<file path="src/rtl/mealy_ctrl_pkg.sv">
// Shared types and constants for the mealy_ctrl go/ack controller.
package mealy_ctrl_pkg;

    typedef enum logic [2:0] {
        START   = 3'd0,
        COMPUTE = 3'd1,
        FINISH  = 3'd2,
        RESTART = 3'd3,
        ERROR   = 3'd4
    } state_t;

    // Selectors for the done output mode.
    localparam int DONE_LEVEL = 0;
    localparam int DONE_PULSE = 1;

endpackage

</file>
<file path="src/rtl/mealy_ctrl_sat_counter.sv">
// Saturating up-counter with synchronous clear; clear beats increment.
module sat_counter #(
    parameter int WIDTH = 8
) (
    input  logic             clk,
    input  logic             rst,
    input  logic             clr,
    input  logic             inc,
    output logic [WIDTH-1:0] count
);

    logic [WIDTH-1:0] r_count;

    always_ff @(posedge clk or posedge rst) begin
        if (rst) begin
            r_count <= '0;
        end else if (clr) begin
            r_count <= '0;
        end else if (inc && (r_count != {WIDTH{1'b1}})) begin
            r_count <= r_count + 1'b1;
        end
    end

    assign count = r_count;

endmodule

</file>
<file path="src/rtl/mealy_ctrl.sv">
// Mealy go/ack controller: en/done react to inputs in the same cycle,
// with an enable-cycle counter, optional timeout/error state and abort.
module mealy_ctrl #(
    parameter int CNT_WIDTH  = 8,
    parameter int TIMEOUT    = 100,
    parameter int DONE_PULSE = 0
) (
    input  logic                   clk,
    input  logic                   rst,
    input  logic                   i_go,
    input  logic                   i_ack,
    input  logic                   i_abort,
    output logic                   o_en,
    output logic                   o_done,
    output logic                   o_err,
    output logic [CNT_WIDTH-1:0]   o_cycles,
    output mealy_ctrl_pkg::state_t o_state
);
    import mealy_ctrl_pkg::*;

    // done is held through FINISH/RESTART only in level mode.
    localparam logic DONE_HOLD = (DONE_PULSE == mealy_ctrl_pkg::DONE_LEVEL);
    localparam logic TO_EN     = (TIMEOUT != 0);

    state_t               r_state;
    state_t               w_next;
    logic                 w_en;
    logic                 w_done;
    logic                 w_clr;
    logic                 w_inc;
    logic                 w_timeout;
    logic [CNT_WIDTH-1:0] w_count;

    sat_counter #(
        .WIDTH (CNT_WIDTH)
    ) u_cnt (
        .clk   (clk),
        .rst   (rst),
        .clr   (w_clr),
        .inc   (w_inc),
        .count (w_count)
    );

    assign w_timeout = TO_EN && (w_count == CNT_WIDTH'(TIMEOUT));

    always_ff @(posedge clk or posedge rst) begin
        if (rst) begin
            r_state <= START;
        end else begin
            r_state <= w_next;
        end
    end

    always_comb begin
        w_next = r_state;
        w_en   = 1'b0;
        w_done = 1'b0;
        w_clr  = 1'b0;
        w_inc  = 1'b0;
        case (r_state)
            START: begin
                if (i_go) begin
                    w_next = COMPUTE;
                    w_clr  = 1'b1;
                end
            end
            COMPUTE: begin
                // abort outranks ack, and ack outranks the timeout.
                if (i_abort) begin
                    w_next = START;
                end else if (i_ack) begin
                    w_done = 1'b1;
                    w_next = FINISH;
                end else if (w_timeout) begin
                    w_next = ERROR;
                end else begin
                    w_en  = 1'b1;
                    w_inc = 1'b1;
                end
            end
            FINISH: begin
                w_done = DONE_HOLD;
                if (!i_go) begin
                    w_next = RESTART;
                end
            end
            RESTART: begin
                if (i_go) begin
                    w_next = COMPUTE;
                    w_clr  = 1'b1;
                end else begin
                    w_done = DONE_HOLD;
                end
            end
            ERROR: begin
                if (!i_go) begin
                    w_next = START;
                end
            end
            default: begin
                w_next = START;
            end
        endcase
    end

    assign o_en     = w_en;
    assign o_done   = w_done;
    assign o_err    = (r_state == ERROR);
    assign o_cycles = w_count;
    assign o_state  = r_state;

endmodule

</file>
<file path="config.mk">
export PLATFORM = sky130hd
export DESIGN_NAME = mealy_ctrl
export DESIGN_NICKNAME = d
export VERILOG_FILES = /design/src/rtl/mealy_ctrl_pkg.sv /design/src/rtl/mealy_ctrl_sat_counter.sv /design/src/rtl/mealy_ctrl.sv
export SDC_FILE = /design/constraint.sdc
export NUM_CORES = 1
export LEC_CHECK = 0
export CORE_MARGIN = 5
export CORE_UTILIZATION = 40
export DETAILED_ROUTE_END_ITERATION = 8
export GPL_ROUTABILITY_DRIVEN = 0
export PLACE_DENSITY_LB_ADDON = 0.15
export SETUP_SLACK_MARGIN = 0.05
export SLEW_MARGIN = 20
export SYNTH_ARGS = -nofsm -noshare
export SYNTH_HDL_FRONTEND = slang
export SYNTH_SLANG_ARGS = --single-unit
</file>
<file path="constraint.sdc">
create_clock -name clk -period 2.2 [get_ports clk]
set_input_delay 0.44 -clock clk [delete_from_list [all_inputs] [get_ports clk]]
set_output_delay 0.44 -clock clk [all_outputs]
set_load 0.05 [all_outputs]
</file>
==> results of run 1 <==
## power by group
| group | total [mW] | internal (mW) | switching [mW] |
|---|---|---|---|
| clock network | 0.145 | 0.0703 | 0.0751 |
| registers | 0.287 | 0.233 | 0.0537 |
| logic | 0.509 | 0.209 | 0.300 |
## Yosys cell counts
library cell and number:
nand2_1 12, dfrtp_1 11, mux2i_1 8, inv_1 5, nand4_1 5, nand3_1 4, nor2_1 4, nor2b_1 4
and4_1 3, nor3_1 3, a21oi_1 2, and2_1 2, ha_1 2, nand2b_1 2, a22o_1 1, a22oi_1 1
and3_1 1, buf_12 1, mux2_4 1, nand3_2 1, nor3_4 1, nor3b_1 1, nor3b_2 1, nor4_1 1
o22ai_1 1, or3b_4 1, xnor2_1 1
## metal layers
| layer | wire length (um) | GRT usage | vias to the layer above |
|---|---|---|---|
| li1 | - | - | 340 |
| met5 | 0 | 0 | - |
| met2 | 804 | 0.2122 | 16 |
| met1 | 857 | 0.2149 | 321 |
| met3 | 69 | 0.03380 | 4 |
| met4 | 45 | 0.08936 | 0 |
## flip-flops by register name (all words and copies together), names as in the netlist
name	count
u_cnt.count	8
o_state	3
## what timing repair did
action,CTS,global route
buffers inserted,0,0
hold buffers,0,0
setup endpoints to repair,1,0
gates resized for setup,2,0
## per-stage QoR
stage               utilization  hold WS, ps
global route             0.5828        517.3
finish                   0.5828        468.4
detailed placement       0.5677        542.7
CTS                      0.5828        480.6
global placement         0.5677        539.8
floorplan                     -        292.4
## area by class of cell
| cell class | count | area [um2] |
|---|---|---|
| sequential | 11 | 275.3 |
| tap | 25 | 31.28 |
| multi-input combinational | 63 | 439.2 |
| timing repair buffer | 22 | 226.5 |
| clock buffer | 4 | 26.28 |
| fill | 170 | 728.2 |
| inverter | 5 | 18.77 |
## kinds of logic after synthesis
kind of cell	count (synthesis)	share of synthesized area
buffers and inverters	6	0.05184
AO/OA/AOI/OAI	5	0.04349
flip-flops	11	0.3679
XOR/XNOR	1	0.01171
multiplexers	9	0.1271
adder cells (fa/ha/maj)	2	0.03344
AND/OR/NAND/NOR	46	0.3645
## final timing paths
check                                           start                         end  slack [ps]
setup / recovery               o_state[1]$_DFFE_PP0P_                  o_state[1]         110
max in group asynchronous                         rst  u_cnt.count[6]$_DFFE_PP0P_        1420
setup reg to reg               o_state[1]$_DFFE_PP0P_  u_cnt.count[1]$_DFFE_PP0P_         460
min in group clk           u_cnt.count[0]$_DFFE_PP0P_  u_cnt.count[0]$_DFFE_PP0P_         550
hold / removal                                    rst  u_cnt.count[3]$_DFFE_PP0P_         470
hold reg to reg            u_cnt.count[0]$_DFFE_PP0P_  u_cnt.count[0]$_DFFE_PP0P_         550
==> run metrics, run 1 <==
Num CTS Buffers=3; most frequent cells in the layout=clkdlybuf4s50_1, nand2_1, dfrtp_1; Design Area, Final=1017 um2; syn_nets=87; Worst R2R Path Depth=5; Die H=53.25 um; Largest stage delay, worst path=870 ps; status=completed; cell taking the most area after synthesis=dfrtp_1; core area=1745 um2; slowest stage cell, crit path=clkdlybuf4s50_1; register area share after synthesis=0.3679; synth top area cells=dfrtp_1, mux2i_1, nand2_1, nand4_1, and4_1; routed vias=681; Pre-Repair DR Iteration Count=4; synthesized area per cell=9.353 um2; crit path DAT=1650 ps; post-placement cell area=991.0 um2; Non-Filler Instances=130; DRC violations left=0; clk slew on worst S/H paths=80 ps; Pwr Density=925.1 nW/um2; cell count after placement=126; worst hold path type=input port to async pin; Syn Inst Count=80; Die W=53.25 um; RSZ-0062 raised after global routing=no; area fraction of the dominant cell type after synthesis=0.3679; fin nets=113; peak supply drop=0.6297 mV; H-tree depth=1; dpl ws=29.37 ps; register bit total from synthesis=11; share of layout cells above drive strength 1=0.1619; fmax=478.5 MHz; fin crit share=0.9499; fin. max-slew vios=0; CP Depth=1; # setup viols final=0; Die Area=2836 um2; # port buffers=18; clock sink total=11; Slew headroom=0.6631; Via density=5.238; All-Layer GR Usage=0.1536; first-pass GRT wire length=3.042 mm; initial antenna violation count=0; DRT iter0 DRCs=13; min Tclk post-route=2090 ps; DP Wirelength=1.366 mm; LEAKAGE=0.4676 nW; Row Count=15; CTS tree=yes; WL per Instance=13.66 um; Buf+Inv Stages, Crit Path=1; max-cap violations=0; Startpoint Class=register; Ys Warns=0; IO Count=19; synthesized area=748.2 um2; Cell Chain, Critical Path=clkdlybuf4s50_1; number of global-route vias before repair=645; largest net degree at the start of global routing=12; slew of the pin with the lowest slew margin=503.8 ps; CTS root buf=clkbuf_4; area added between synthesis and finish=35.95%; Setup CP Type=register to output port; CTS Buffer Depth=2; Worst Setup End Kind=output port; ANT nets after route=0; Data required, critical path=1760 ps; Fin. Hold Viols=0; Fin Setup TNS=0 ps; antenna cells=0; detailed-route wire length=1.776 mm; GRT overflow=0; skew final=5.478 ps; worst skew pair latency=280 ps; Total Power=0.9410 mW; leading cell type in the layout, fill and taps excluded=clkdlybuf4s50_1; CP max FO=8; Initial Util=0.4287; distinct cell type count after synthesis=27; PnR worst setup slack=110.3 ps; crit-path leading delay family=buffers and inverters
No activity file was read; power rests on OpenSTA's default activity.
==> inputs of run 2 (changes only) <==
--- a/config.mk
+++ b/config.mk
@@ -15,3 +15,4 @@
 export SYNTH_ARGS = -nofsm -noshare
 export SYNTH_HDL_FRONTEND = slang
 export SYNTH_SLANG_ARGS = --single-unit
+export TNS_END_PERCENT = 1
==> run 2 against run 1 <==
  * Combinational power barely moved
  * Non-clock buffer count rose by 1
  * Routed wire length fell by 5.0%
  * Global-route usage fell by 0.89 points
  * Flip-flop and latch count did not move
  * First-iteration DRC count rose by 110%
  * Die area did not move
  * Maximum frequency fell by 1.2%
  * Critical path type is now input port to output port
  * Highest routed layer unchanged
==> run metrics, run 2 (synthesis gave the netlist of run 1 again) <==
worst skew pair latency=270 ps; ANT nets after route=0; Reg2Reg Setup Slack=430 ps; Pwr Density=912.9 nW/um2; DRC violations left=0; fin nets=114; GRT overflow=0; Die W=53.25 um; peak supply drop=0.5454 mV; slew of the pin with the lowest slew margin=501.1 ps; initial antenna violation count=0; Die Area=2836 um2; number of flip-flops in the largest register=8; share of layout cells above drive strength 1=0.1604; Total Power=0.9343 mW; Crit Reg-Reg Endpoint=u_cnt.count[1]$_DFFE_PP0P_; status=completed; clock sink total=11; Hold-fix buffers, CTS=0; # setup viols final=0; Fin. Hold Viols=0; detailed-route wire length=1.687 mm; Setup CP Type=input port to output port; max-cap violations=0; Startpoint Class=input port; area added between synthesis and finish=36.79%; Pre-Repair DR Iteration Count=4; Num CTS Buffers=3; RSZ-0062 raised after global routing=yes; worst hold path type=input port to async pin; Worst Setup End Kind=output port; IO Count=19; DP Wirelength=1.313 mm; Die H=53.25 um; # port buffers=18; CP max FO=2; crit path DAT=1670 ps; skew final=3.506 ps; largest net degree at the start of global routing=12; fin. max-slew vios=0; Initial Util=0.4287; routed vias=682; first-pass GRT wire length=2.877 mm; fmax=472.8 MHz; PnR worst setup slack=85.06 ps; number of global-route vias before repair=646; core area=1745 um2; Data required, critical path=1760 ps; fin crit share=0.9613; WL per Instance=12.88 um; Worst R2R Path Depth=5; leading cell type in the layout, fill and taps excluded=clkdlybuf4s50_1; CTS tree=yes; clk slew on worst S/H paths=70 ps; Slew headroom=0.6649; LEAKAGE=0.4712 nW; All-Layer GR Usage=0.1447; H-tree depth=1; Reg-to-Reg Start=o_state[1]$_DFFE_PP0P_; DRT iter0 DRCs=27; post-layout util=0.5864; Fin Setup TNS=0 ps; CTS root buf=clkbuf_4; antenna cells=0; Via density=5.206; most frequent cells in the layout=clkdlybuf4s50_1, nand2_1, dfrtp_1; Row Count=15; dpl ws=68.09 ps; min Tclk post-route=2115 ps; CTS Buffer Depth=2
==> run 2: changes by cell type in the layout (fill, tap and decap cells not counted), sizes merged <==
cell and delta:
buf +1, clkdlybuf4s50 +1, dlygate4sd2 -1
==> run 2: how the worst max path moves through the flow <==
stage	from	end	slack, ps	cells past startpoint
global placement	i_abort	o_en	70	5
floorplan	o_state[0]$_DFFE_PP0P_	o_done	-30	3
global route	i_abort	o_done	30	6
finish	i_abort	o_en	90	5
detailed placement	i_abort	o_en	70	5
CTS	i_abort	o_en	70	5
==> run 2: stage by stage <==
| stage | std cells | hold slack (ps) | cell area, um2 |
|---|---|---|---|
| 3_5_place_dp | 127 | 545.7 | 996.0 |
| 3_3_place_gp | 127 | 535.7 | 996.0 |
| 2_1_floorplan | 80 | 292.4 | 749.5 |
| 5_1_grt | 131 | 502.6 | 1023 |
| 6_report | 131 | 457.0 | 1023 |
| 4_1_cts | 131 | 485.9 | 1022 |
==> run 2: final cells by class <==
cell class                      instances  area [um2]
Fill cell                             168       721.9
Multi-Input combinational cell         63       436.7
Sequential cell                        11       275.3
Timing Repair Buffer                   23       235.2
Tap cell                               25       31.28
Clock buffer                            4       26.28
Inverter                                5       18.77
==> run 2: critical path: stages <==
cell and delay [ps]:
clkdlybuf4s50_1 410, or3b_4 390, nor3_4 130, and2_4 170, buf_12 130
==> run 2: layer usage <==
metal  GRT usage  part of all wire  vias up
li1            -                 -      340
met4     0.06809             0.017        0
met2      0.2245              0.48       20
met3     0.07324             0.068        5
met5           0                 0        -
met1      0.1626              0.44      317
==> run 2: power breakdown <==
group / internal [mW] / switching (mW)
Sequential: 0.234 / 0.0532
Clock: 0.0703 / 0.0677
Combinational: 0.210 / 0.300
==> run 2: what timing repair did <==
action,4_1_cts,5_1_grt
resized for setup,0,1
setup buffers,0,0
endpoints found under the setup margin,0,2
==> inputs of run 3 (changes only) <==
--- a/config.mk
+++ b/config.mk
@@ -6,7 +6,7 @@
 export NUM_CORES = 1
 export LEC_CHECK = 0
 export CORE_MARGIN = 5
-export CORE_UTILIZATION = 40
+export CORE_UTILIZATION = 47
 export DETAILED_ROUTE_END_ITERATION = 8
 export GPL_ROUTABILITY_DRIVEN = 0
 export PLACE_DENSITY_LB_ADDON = 0.15
@@ -14,5 +14,6 @@
 export SLEW_MARGIN = 20
 export SYNTH_ARGS = -nofsm -noshare
 export SYNTH_HDL_FRONTEND = slang
+export SYNTH_HIERARCHICAL = 1
 export SYNTH_SLANG_ARGS = --single-unit
 export TNS_END_PERCENT = 1
==> constraint.sdc (replaced) <==
create_clock -name clk -period 2.2 [get_ports clk]
set_input_delay 0.33 -clock clk [delete_from_list [all_inputs] [get_ports clk]]
set_output_delay 0.33 -clock clk [all_outputs]
set_load 0.05 [all_outputs]
==> run 3 against run 2 <==
  * Register-to-register slack got worse by 280 ps
  * Setup slack improved by 11 ps
  * Routed wire length rose by 11%
  * Clock power rose by 4%
  * Highest routed layer unchanged
==> run metrics, run 3 <==
Syn Inst Count=79; H-tree depth=1; slowest stage cell, crit path=dfrtp_1; fin. max-slew vios=0; skew final=3.588 ps; max-cap violations=0; ANT nets after route=0; slew of the pin with the lowest slew margin=506.6 ps; post-layout util=0.7003; Cell Chain, Critical Path=nor4bb_1 > and4b_1 > nor2_4 > buf_4 > buf_12; sequential fraction of design power=0.279; routed vias=710; antenna cells=0; leading cell type in the layout, fill and taps excluded=clkdlybuf4s50_1; first-pass GRT wire length=3.194 mm; largest net degree at the start of global routing=11; clock sink total=11; fmax=475.2 MHz; fin crit share=0.9566; Slew headroom=0.6612; Startpoint Class=register; DRC violations left=0; register area share after synthesis=0.3571; Row Count=14; WHS=252.0 ps; distinct cell type count after synthesis=37; Fin Setup TNS=0 ps; cell taking the most area after synthesis=dfrtp_1; DP Wirelength=1.348 mm; fin nets=115; # port buffers=18; core area=1524 um2; CTS root buf=clkbuf_4; Fin. Hold Viols=0; ys flop type=dfrtp_1; All-Layer GR Usage=0.1625; top cells by count, synth=dfrtp_1, nor2_1, a21oi_1, nand2_1; most frequent cells in the layout=clkdlybuf4s50_1, buf_4, nor2_1; area added between synthesis and finish=38.47%; Die H=50.50 um; clk slew on worst S/H paths=80 ps; LEAKAGE=0.4767 nW; share of layout cells above drive strength 1=0.2870; Pre-Repair DR Iteration Count=4; number of global-route vias before repair=719; detailed-route wire length=1.878 mm; register bit total from synthesis=11; min Tclk post-route=2104 ps; switching power total=0.4828 mW; GRT overflow=0; Ys Warns=6; CP max FO=7; most frequent cell after synthesis=dfrtp_1; Gate power share=0.583; WL per Instance=15.15 um; Total Power=1.043 mW; clock power share=0.138; # setup viols final=0; Switching Fraction=0.4629; worst skew pair latency=270 ps; area fraction of the dominant cell type after synthesis=0.3571; synth top area cells=dfrtp_1, mux2_4, nor2_1, a211oi_2, a21oi_1; Worst Setup End Kind=output port; worst hold path type=input port to async pin; crit path DAT=1770 ps; synthesized area=770.7 um2; Die W=50.50 um; DRT iter0 DRCs=8; CTS Buffer Depth=2; Die Area=2550 um2; RSZ-0062 raised after global routing=no; Pwr Density=977.4 nW/um2; Data required, critical path=1870 ps; Num CTS Buffers=3; Via density=5.726; number of synthesized flops with an enable pin=0; status=completed; IO Count=19; Post-synth ARST share=1.000; CTS tree=yes; internal power=0.5603 mW; Initial Util=0.5057; synthesized area per cell=9.756 um2; number of flip-flops in the largest register=8; syn_nets=85; initial antenna violation count=0; Largest stage delay, worst path=450 ps; peak supply drop=0.8281 mV; Setup CP Type=register to output port
==> run 3: changes by cell type after synthesis, sizes merged, moves of 3 or more <==
cell,previous run,this run
mux2i,8,1
nand2,12,5
nor2,4,10
a21oi,2,7
mux2,1,4
nand3,5,2
nand4,5,2
nor3,4,1
==> run 3: metal layers <==
metal | global-route usage | vias up | share of wire
li1 | - | 344 | -
met1 | 0.1855 | 345 | 0.43
met2 | 0.2707 | 19 | 0.51
met3 | 0.05030 | 2 | 0.050
met4 | 0.08085 | 0 | 0.0069
met5 | 0 | - | 0
==> run 3: what timing repair did <==
item / in CTS / in global routing
cloned: 0 / 0
pin swaps: 0 / 3
setup buffers: 0 / 2
hold buffers: 0 / 0
setup endpoints to repair: 1 / 1
resized for setup: 1 / 0
==> run 3: path summary, 6_finish.rpt <==
path,startpoint,end,slack (ps),cells after the start
min in group clk,o_state[2]$_DFFE_PP0P_,o_state[1]$_DFFE_PP0P_,590,2
max in group asynchronous,rst,u_cnt/count[0]$_DFFE_PP0P_,1600,2
setup / recovery,u_cnt/count[4]$_DFFE_PP0P_,o_en,100,5
hold / removal,rst,o_state[1]$_DFFE_PP0P_,250,2
setup reg to reg,u_cnt/count[4]$_DFFE_PP0P_,u_cnt/count[7]$_DFFE_PP0P_,150,8
hold reg to reg,o_state[2]$_DFFE_PP0P_,o_state[1]$_DFFE_PP0P_,590,2
==> run 3: worst max-delay path, delay by kind of cell (launching register included) <==
family	cells	cell delay, ps
AND/OR/NAND/NOR	3	750
buffers and inverters	2	290
flip-flops	1	450
==> run 3: area by class of cell <==
cell class                      instances  area (um2)
Clock buffer                            4       26.28
Sequential cell                        11       279.0
Tap cell                               16       20.02
Timing Repair Buffer                   28       261.5
Multi-Input combinational cell         61       465.4
Fill cell                             140       456.7
Inverter                                4       15.01
==> run 3: kinds of logic (layout without fill, tap and decap cells) <==
group	Yosys count	in the layout	share of synthesized area
xor gates and xnor gates	1	1	0.01137
AOI/OAI and AO/OA	16	16	0.1688
buffers and inverters	7	36	0.04869
adders and majority gates	1	1	0.01623
and+or+nand+nor	38	38	0.3068
DFF	11	11	0.3571
muxes	5	5	0.09091
==> run 3: power groups by stage <==
| stage | combinational (mW) | clock, mW | sequential (mW) |
|---|---|---|---|
| 6_report | 0.608 | 0.144 | 0.291 |
| 3_5_place_dp | 0.610 | 0 | 0.295 |
| 4_1_cts | 0.612 | 0.148 | 0.291 |
| 3_3_place_gp | 0.597 | 0 | 0.294 |
| 2_1_floorplan | 0.293 | 0 | 0.414 |
| 5_1_grt | 0.646 | 0.161 | 0.298 |
==> run 3: metrics by stage <==
step | std cells | setup slack (ps) | cell area [um2]
after floorplan | 79 | -212.6 | 785.8
after global placement | 118 | -128.1 | 1027
after detailed placement | 118 | -191.3 | 1027
after CTS | 122 | 91.54 | 1052
after global routing | 124 | 6.052 | 1067
final | 124 | 95.57 | 1067
